File: src/rtl/seg7_scan_driver.sv
// seg7_scan_driver
// Time-multiplexed driver for a 4-digit common-anode 7-segment display.
// Digit values, blank mask and decimal points are snapshotted once per frame
// so a frame never shows a mix of old and new values. Each digit slot opens
// with a blanking gap (all anodes off) to suppress ghosting between digits.
// Every output is registered; nothing combinational reaches a pin.

module seg7_scan_driver #(
    parameter int CLK_HZ       = 100_000_000,
    parameter int REFRESH_HZ   = 1_000,
    parameter int BLANK_CYCLES = 64
) (
    input  logic       clk,
    input  logic       rst_n,
    input  logic [3:0] digit0,
    input  logic [3:0] digit1,
    input  logic [3:0] digit2,
    input  logic [3:0] digit3,
    input  logic [3:0] blank,
    input  logic [3:0] dp_in,
    output logic [6:0] seg,
    output logic       dp,
    output logic [3:0] an,
    output logic       frame_start
);

    localparam int DIV = CLK_HZ / REFRESH_HZ;
    localparam int CW  = (DIV > 1) ? $clog2(DIV) : 1;

    localparam logic [CW-1:0] CNT_LAST  = CW'(DIV - 1);
    localparam logic [CW-1:0] BLANK_END = CW'(BLANK_CYCLES);

    // A slot must hold the blanking gap plus at least two lit cycles.
    generate
        if (DIV < BLANK_CYCLES + 2) begin : g_bad_params
            $fatal(1, "seg7_scan_driver: DIV=%0d must be >= BLANK_CYCLES+2=%0d",
                   DIV, BLANK_CYCLES + 2);
        end
    endgenerate

    // Active-high segment pattern {g,f,e,d,c,b,a} for one hex digit.
    function automatic logic [6:0] seg_decode(input logic [3:0] value);
        logic [6:0] pattern;
        case (value)
            4'h0:    pattern = 7'h3F;
            4'h1:    pattern = 7'h06;
            4'h2:    pattern = 7'h5B;
            4'h3:    pattern = 7'h4F;
            4'h4:    pattern = 7'h66;
            4'h5:    pattern = 7'h6D;
            4'h6:    pattern = 7'h7D;
            4'h7:    pattern = 7'h07;
            4'h8:    pattern = 7'h7F;
            4'h9:    pattern = 7'h6F;
            4'hA:    pattern = 7'h77;
            4'hB:    pattern = 7'h7C;
            4'hC:    pattern = 7'h39;
            4'hD:    pattern = 7'h5E;
            4'hE:    pattern = 7'h79;
            default: pattern = 7'h71;
        endcase
        return pattern;
    endfunction

    logic [CW-1:0] cnt;
    logic [1:0]    idx;
    logic [3:0]    sh_digit [4];
    logic [3:0]    sh_blank;
    logic [3:0]    sh_dp;

    logic       snap;
    logic       show;
    logic [3:0] cur_digit;

    assign snap      = (cnt == '0) && (idx == 2'd0);
    assign cur_digit = sh_digit[idx];
    assign show      = (cnt >= BLANK_END) && !sh_blank[idx];

    // Slot timer and digit index; index steps on the last cycle of a slot.
    always_ff @(posedge clk or negedge rst_n) begin
        if (!rst_n) begin
            cnt <= '0;
            idx <= 2'd0;
        end else if (cnt == CNT_LAST) begin
            cnt <= '0;
            idx <= idx + 2'd1;
        end else begin
            cnt <= cnt + 1'b1;
        end
    end

    // Frame snapshot of all display inputs, taken at the start of slot 0.
    always_ff @(posedge clk or negedge rst_n) begin
        if (!rst_n) begin
            sh_digit[0] <= 4'h0;
            sh_digit[1] <= 4'h0;
            sh_digit[2] <= 4'h0;
            sh_digit[3] <= 4'h0;
            sh_blank    <= 4'b1111;
            sh_dp       <= 4'b0000;
        end else if (snap) begin
            sh_digit[0] <= digit0;
            sh_digit[1] <= digit1;
            sh_digit[2] <= digit2;
            sh_digit[3] <= digit3;
            sh_blank    <= blank;
            sh_dp       <= dp_in;
        end
    end

    // Registered pin drivers: dark during the gap or for blanked digits.
    always_ff @(posedge clk or negedge rst_n) begin
        if (!rst_n) begin
            an          <= 4'b1111;
            seg         <= 7'h7F;
            dp          <= 1'b1;
            frame_start <= 1'b0;
        end else begin
            frame_start <= snap;
            if (show) begin
                an  <= ~(4'b0001 << idx);
                seg <= ~seg_decode(cur_digit);
                dp  <= ~sh_dp[idx];
            end else begin
                an  <= 4'b1111;
                seg <= 7'h7F;
                dp  <= 1'b1;
            end
        end
    end

endmodule

File: config.mk
export PLATFORM = sky130hd
export DESIGN_NAME = seg7_scan_driver
export DESIGN_NICKNAME = d
export VERILOG_FILES = /design/src/rtl/seg7_scan_driver.sv
export SDC_FILE = /design/constraint.sdc
export NUM_CORES = 1
export LEC_CHECK = 0
export ABC_AREA = 1
export BUFFER_PORTS_ARGS = -buffer_cell sky130_fd_sc_hd__buf_2
export CORE_ASPECT_RATIO = 2
export CORE_UTILIZATION = 30
export CTS_CLUSTER_DIAMETER = 30
export DETAILED_ROUTE_END_ITERATION = 12
export GPL_TIMING_DRIVEN = 0
export PLACE_DENSITY = 0.54
export RECOVER_POWER = 25
export SETUP_SLACK_MARGIN = 0.05
export SYNTH_ARGS = -nofsm -noshare
export SYNTH_HDL_FRONTEND = slang
export SYNTH_SLANG_ARGS = --single-unit
File: constraint.sdc
create_clock -name clk -period 2.6 [get_ports clk]
set_input_delay 0.26 -clock clk [delete_from_list [all_inputs] [get_ports clk]]
set_output_delay 0.26 -clock clk [all_outputs]
set_load 0.05 [all_outputs]
---- After elaboration in Yosys (flattened, before gate mapping) ----
Memories as Yosys holds them, arrays and structs flattened.
Index checks and enable logic that the tools add are counted.
Widths: inputs -> output; s select.
word-level totals
  register bits ........................... 56
  memories ................................ 1
  memory bits (read-only) ................. 112
  output and inout bits ................... 13
  word-level logic and storage cells ...... 41
  input bits .............................. 26
cells by class
  eq/ne operators ......................... 1
  reduce and logical (&&, ||, !) cells .... 5
  magnitude comparators ................... 3
  shift operators ......................... 1
  add/subtract/negate cells ............... 2
  muxes and demuxes ....................... 12
  bitwise operators ....................... 4
memory list
  memory            words  width  read ports  clocked after memory_dff  write ports  line  text
  (name not given)  16     7      1           0                         0            44    case (value)
operator list
  kind                   number
  $add 17x1->17 const B  1
  $eq 17x17->1 const B   1
  $ge 17x7->1 const B    1
  $logic_not 17->1       1
  $mux 17                1
  $mux 7                 2
  $mux 4                 3
  $bmux 4 s2             1
  $not 7->7              1
  $bmux 1 s2             2
  $not 4->4              1
  $shl 1x2->4 const A    1
  $ge 3x3->1 const B     1
  $lt 2x3->1 const B     1
  $mux 1                 3
  $not 2->3              1
  $add 2x1->2 const B    1
  $logic_and 1x1->1      2
  $logic_not 2->1        1
  $logic_not 1->1        1
  $not 1->1              1

---- Logic depth before layout (Yosys ltp) ----
An unclocked memory read counts as a cell.
  depth after elaboration ................. 8
  mapped depth ............................ 11
  mapped depth without buffers ............ 10

---- Worst setup path before layout ----
Ideal clock, no wire load.
  path kind ............................... register to register
  start point ............................. reg idx[0]
  end point ............................... reg sh_digit[7] (netlist name)
  buffers on the path ..................... 2
  period minus slack after synthesis ...... 1,691 ps
  cell stages (with the launch flop) ...... 10
  setup time .............................. 117 ps
  slack ................................... 909 ps
  data required time ...................... 2,483 ps
  arrival time ............................ 1,574 ps
  cells stage by stage .................... dfrtp_1 inv_2 buf_6 ha_1 nand3_1 nor3_4 nand3_4 buf_6 nand2_1 nand2_1
between the ends
  longest elaborated chain between the ends .. 2
RTL lines
  element                 line  text
  from (decl)             66    logic [1:0] idx;
  from (signal assigned)  86    idx <= idx + 2'd1;
  $logic_not 2->1         75    assign snap = (cnt == '0) && (idx == 2'd0);
  $logic_and 1x1->1       75
  to (decl)               67    logic [3:0] sh_digit [4];
No other way between the ends.
A chain may end at the register's enable or synchronous reset.

---- Worst setup path after layout ----
  start point ............................. reg idx[0]
  end point ............................... reg sh_dp[2]
between the ends
  longest elaborated chain between the ends .. 2
RTL lines
  element               line  text
  $logic_not 2->1       75
  $logic_and 1x1->1     75
  to (signal assigned)  107   sh_dp <= dp_in;
  to (decl)             69    logic [3:0] sh_dp;
No other way between the ends.

==> results.json <==
{
  "hold_viol": 0,
  "ioPinCount": 39,
  "cts_buffers": 5,
  "clkTransAtPathRegs_ns": 0.08,
  "wl_per_cell_um": 12.99,
  "fp.dieW_um": 73.08,
  "place_inst": 544,
  "wl_met1_mm": 2.482,
  "dp_hpwl_mm": 5.628,
  "dp_slack_ns": 0.4270,
  "tns_ns": 0,
  "leakage_nw": 1.784,
  "cts_hold_buffers": 0,
  "drv_cap": 0,
  "top_layer": "met4",
  "post-route-drc-count": 0,
  "place.gp.congestion": 0.8822,
  "fin_util_pct": 36.45,
  "die-area_um2": 10540,
  "syn2layout_area_growth_pct": 17.38,
  "clockBufferDepth": 2,
  "final_common_cell": "nand2_1",
  "clock-sinks": 56,
  "cts_tree": "built",
  "synth_cell_type_count": 29,
  "peakVddDrop_uv": 299.4,
  "core_um2": 9763,
  "grt_pass1_wl_mm": 12.25,
  "stdcell_count": 552,
  "vias": 2541,
  "wl_met2_mm": 4.282,
  "syn_inst": 374,
  "multi_input_area_um2": 1395,
  "mostFrequentLayoutCells": "nand2_1 (131), buf_2 (44), dfrtp_1 (40), nand3_1 (36), inv_1 (32)",
  "grt_usage_pct": 15.49,
  "finalNetCount": 457,
  "setup_viol": 0,
  "worstHoldStart": "blank[0]",
  "holdPathStages": 3,
  "grt_max_degree": 57,
  "routed_wl_mm": 7.172,
  "initial_utilization_pct": 31.05,
  "whs_endpoint": "sh_blank[0]",
  "synth-seq-cells": 56,
  "antenna_found_initial": 0,
  "grt-ovfl-total": 0,
  "port_buffers": 38,
  "dr_wl_met3_um": 138,
  "synth_area_um2": 3032,
  "core.rowCount": 51,
  "post-route-period-util_pct": 81.50,
  "grt_pass1_vias": 2665,
  "worst_pin_slew_ns": 1.416,
  "die_h_um": 144.2,
  "post-cts-setup-buffers": 0,
  "layout-drive-gt1-share_pct": 22.62,
  "dr.pass1.iters": 4,
  "n_fill_cell": 1038,
  "final_max_slew_viol_count": 0,
  "insertion_delay_ns": 0.30,
  "final_antenna_net_count": 0,
  "htree_levels": 2,
  "startpoint_type": "register",
  "routed_via_density": 4.603,
  "cp-end-kind": "register",
  "status": "finished clean",
  "p_per_area_nw_per_um2": 499.4,
  "cts_resized": 0,
  "finClkSkew_ns": 0.007753,
  "grt_setup_unrepaired": "false",
  "cts-root-buf": "clkbuf_16",
  "maxSlewHeadroom_pct": 5.597,
  "seq_area_um2": 1421,
  "min_path_type": "input pin to register",
  "fmax_mhz": 471.9,
  "cp_data_arrival_time_ns": 2.35,
  "critPathKind": "register to register",
  "r2r_cells": 8,
  "fin_ws_ns": 0.4810,
  "yosys_warnings": 0,
  "drt_iter0_drc": 95,
  "syn_nets": 412,
  "yosysSeqAreaShare_pct": 46.88,
  "min_period_ns": 2.119,
  "n_antenna_cell": 0,
  "cp_max_fo": 11,
  "rr_endpoint": "sh_dp[2]",
  "postSynthAreaPerCell_um2": 8.106,
  "reg2reg_from": "idx[0]",
  "critPathRequiredTime_ns": 2.83,
  "regToRegSetupSlack_ns": 0.48
}
[synthesized netlist by cell type, drive strengths merged]
| library cell | n | area share (%) |
|---|---|---|
| or2 | 2 | 0.50 |
| nand4 | 26 | 5.4 |
| dfstp | 16 | 14 |
| o21ai | 6 | 0.99 |
| xnor2 | 1 | 0.29 |
| nand3 | 39 | 7.2 |
| nor3 | 4 | 1.4 |
| xor2 | 7 | 2.0 |
| nand2 | 135 | 17 |
| o21bai | 1 | 0.25 |
| buf | 11 | 2.5 |
| inv | 37 | 4.6 |
| a21oi | 1 | 0.16 |
| dfrtp | 40 | 33 |
| o22ai | 1 | 0.21 |
| ha | 12 | 5.0 |
| nor2 | 35 | 5.7 |
[layout make-up]
cell class                 count  area share [%]
inverter                      37           3.903
timing repair buffer          38           5.345
clock inverter                 3           1.301
multi-input combinational    270           39.21
clock buffer                   5           3.516
sequential                    56           39.94
buffer                        11           2.145
tap                          132           4.641
[how the worst max path moves through the flow]
stage,slack (ns),start,end,cells past startpoint
2_1_floorplan,0.91,idx[0],sh_digit[7],9
3_3_place_gp,0.42,idx[0],sh_dp[2],8
3_5_place_dp,0.43,idx[0],sh_dp[2],8
4_1_cts,0.41,idx[0],sh_dp[2],8
5_1_grt,0.29,idx[0],sh_dp[2],8
6_report,0.48,idx[0],sh_dp[2],8
[power breakdown]
part           leakage (nW)  total (mW)  switching (mW)  internal, mW
logic                  1.04      0.0945          0.0599        0.0346
registers             0.666       0.904          0.0109         0.893
clock network        0.0804       0.779           0.320         0.458
[flip-flops by register name (all words and copies together) (netlist names)]
signal and cells:
cnt 17, sh_blank 4, idx 2, seg 7
sh_digit 16, sh_dp 4, frame_start 1, an 4
dp 1
[worst max-delay path, stage by stage, from the launching register on]
cell	delay, ns
dfrtp_1	0.49
inv_2	0.17
buf_6	0.17
ha_1	0.20
nand3_1	0.12
nor3_4	0.33
buf_2	0.27
nand4_1	0.19
nand2_1	0.11
[cells by family after synthesis]
kind of cell | count (synthesis) | synth area share, %
adders and majority gates | 12 | 4.952
xor gates and xnor gates | 8 | 2.311
and+or+nand+nor | 241 | 37.14
buffers and inverters | 48 | 7.099
DFF | 56 | 46.88
AOI/OAI and AO/OA | 9 | 1.610
[stage by stage]
stage	area, um^2	hold WS [ns]	total power, mW
after floorplan	3032	-0.03559	0.9647
after global placement	3387	0.4537	1.016
after detailed placement	3387	0.4559	1.018
after CTS	3558	0.1822	1.804
after global routing	3558	0.2034	1.856
final	3558	0.1870	1.777
[per-layer routing]
metal	track usage [%]	up-vias
li1	-	1286
met1	15.11	1203
met2	30.07	35
met3	2.021	17
met4	8.462	0
met5	0	-
Note: power is estimated with default switching activity, not from simulation.
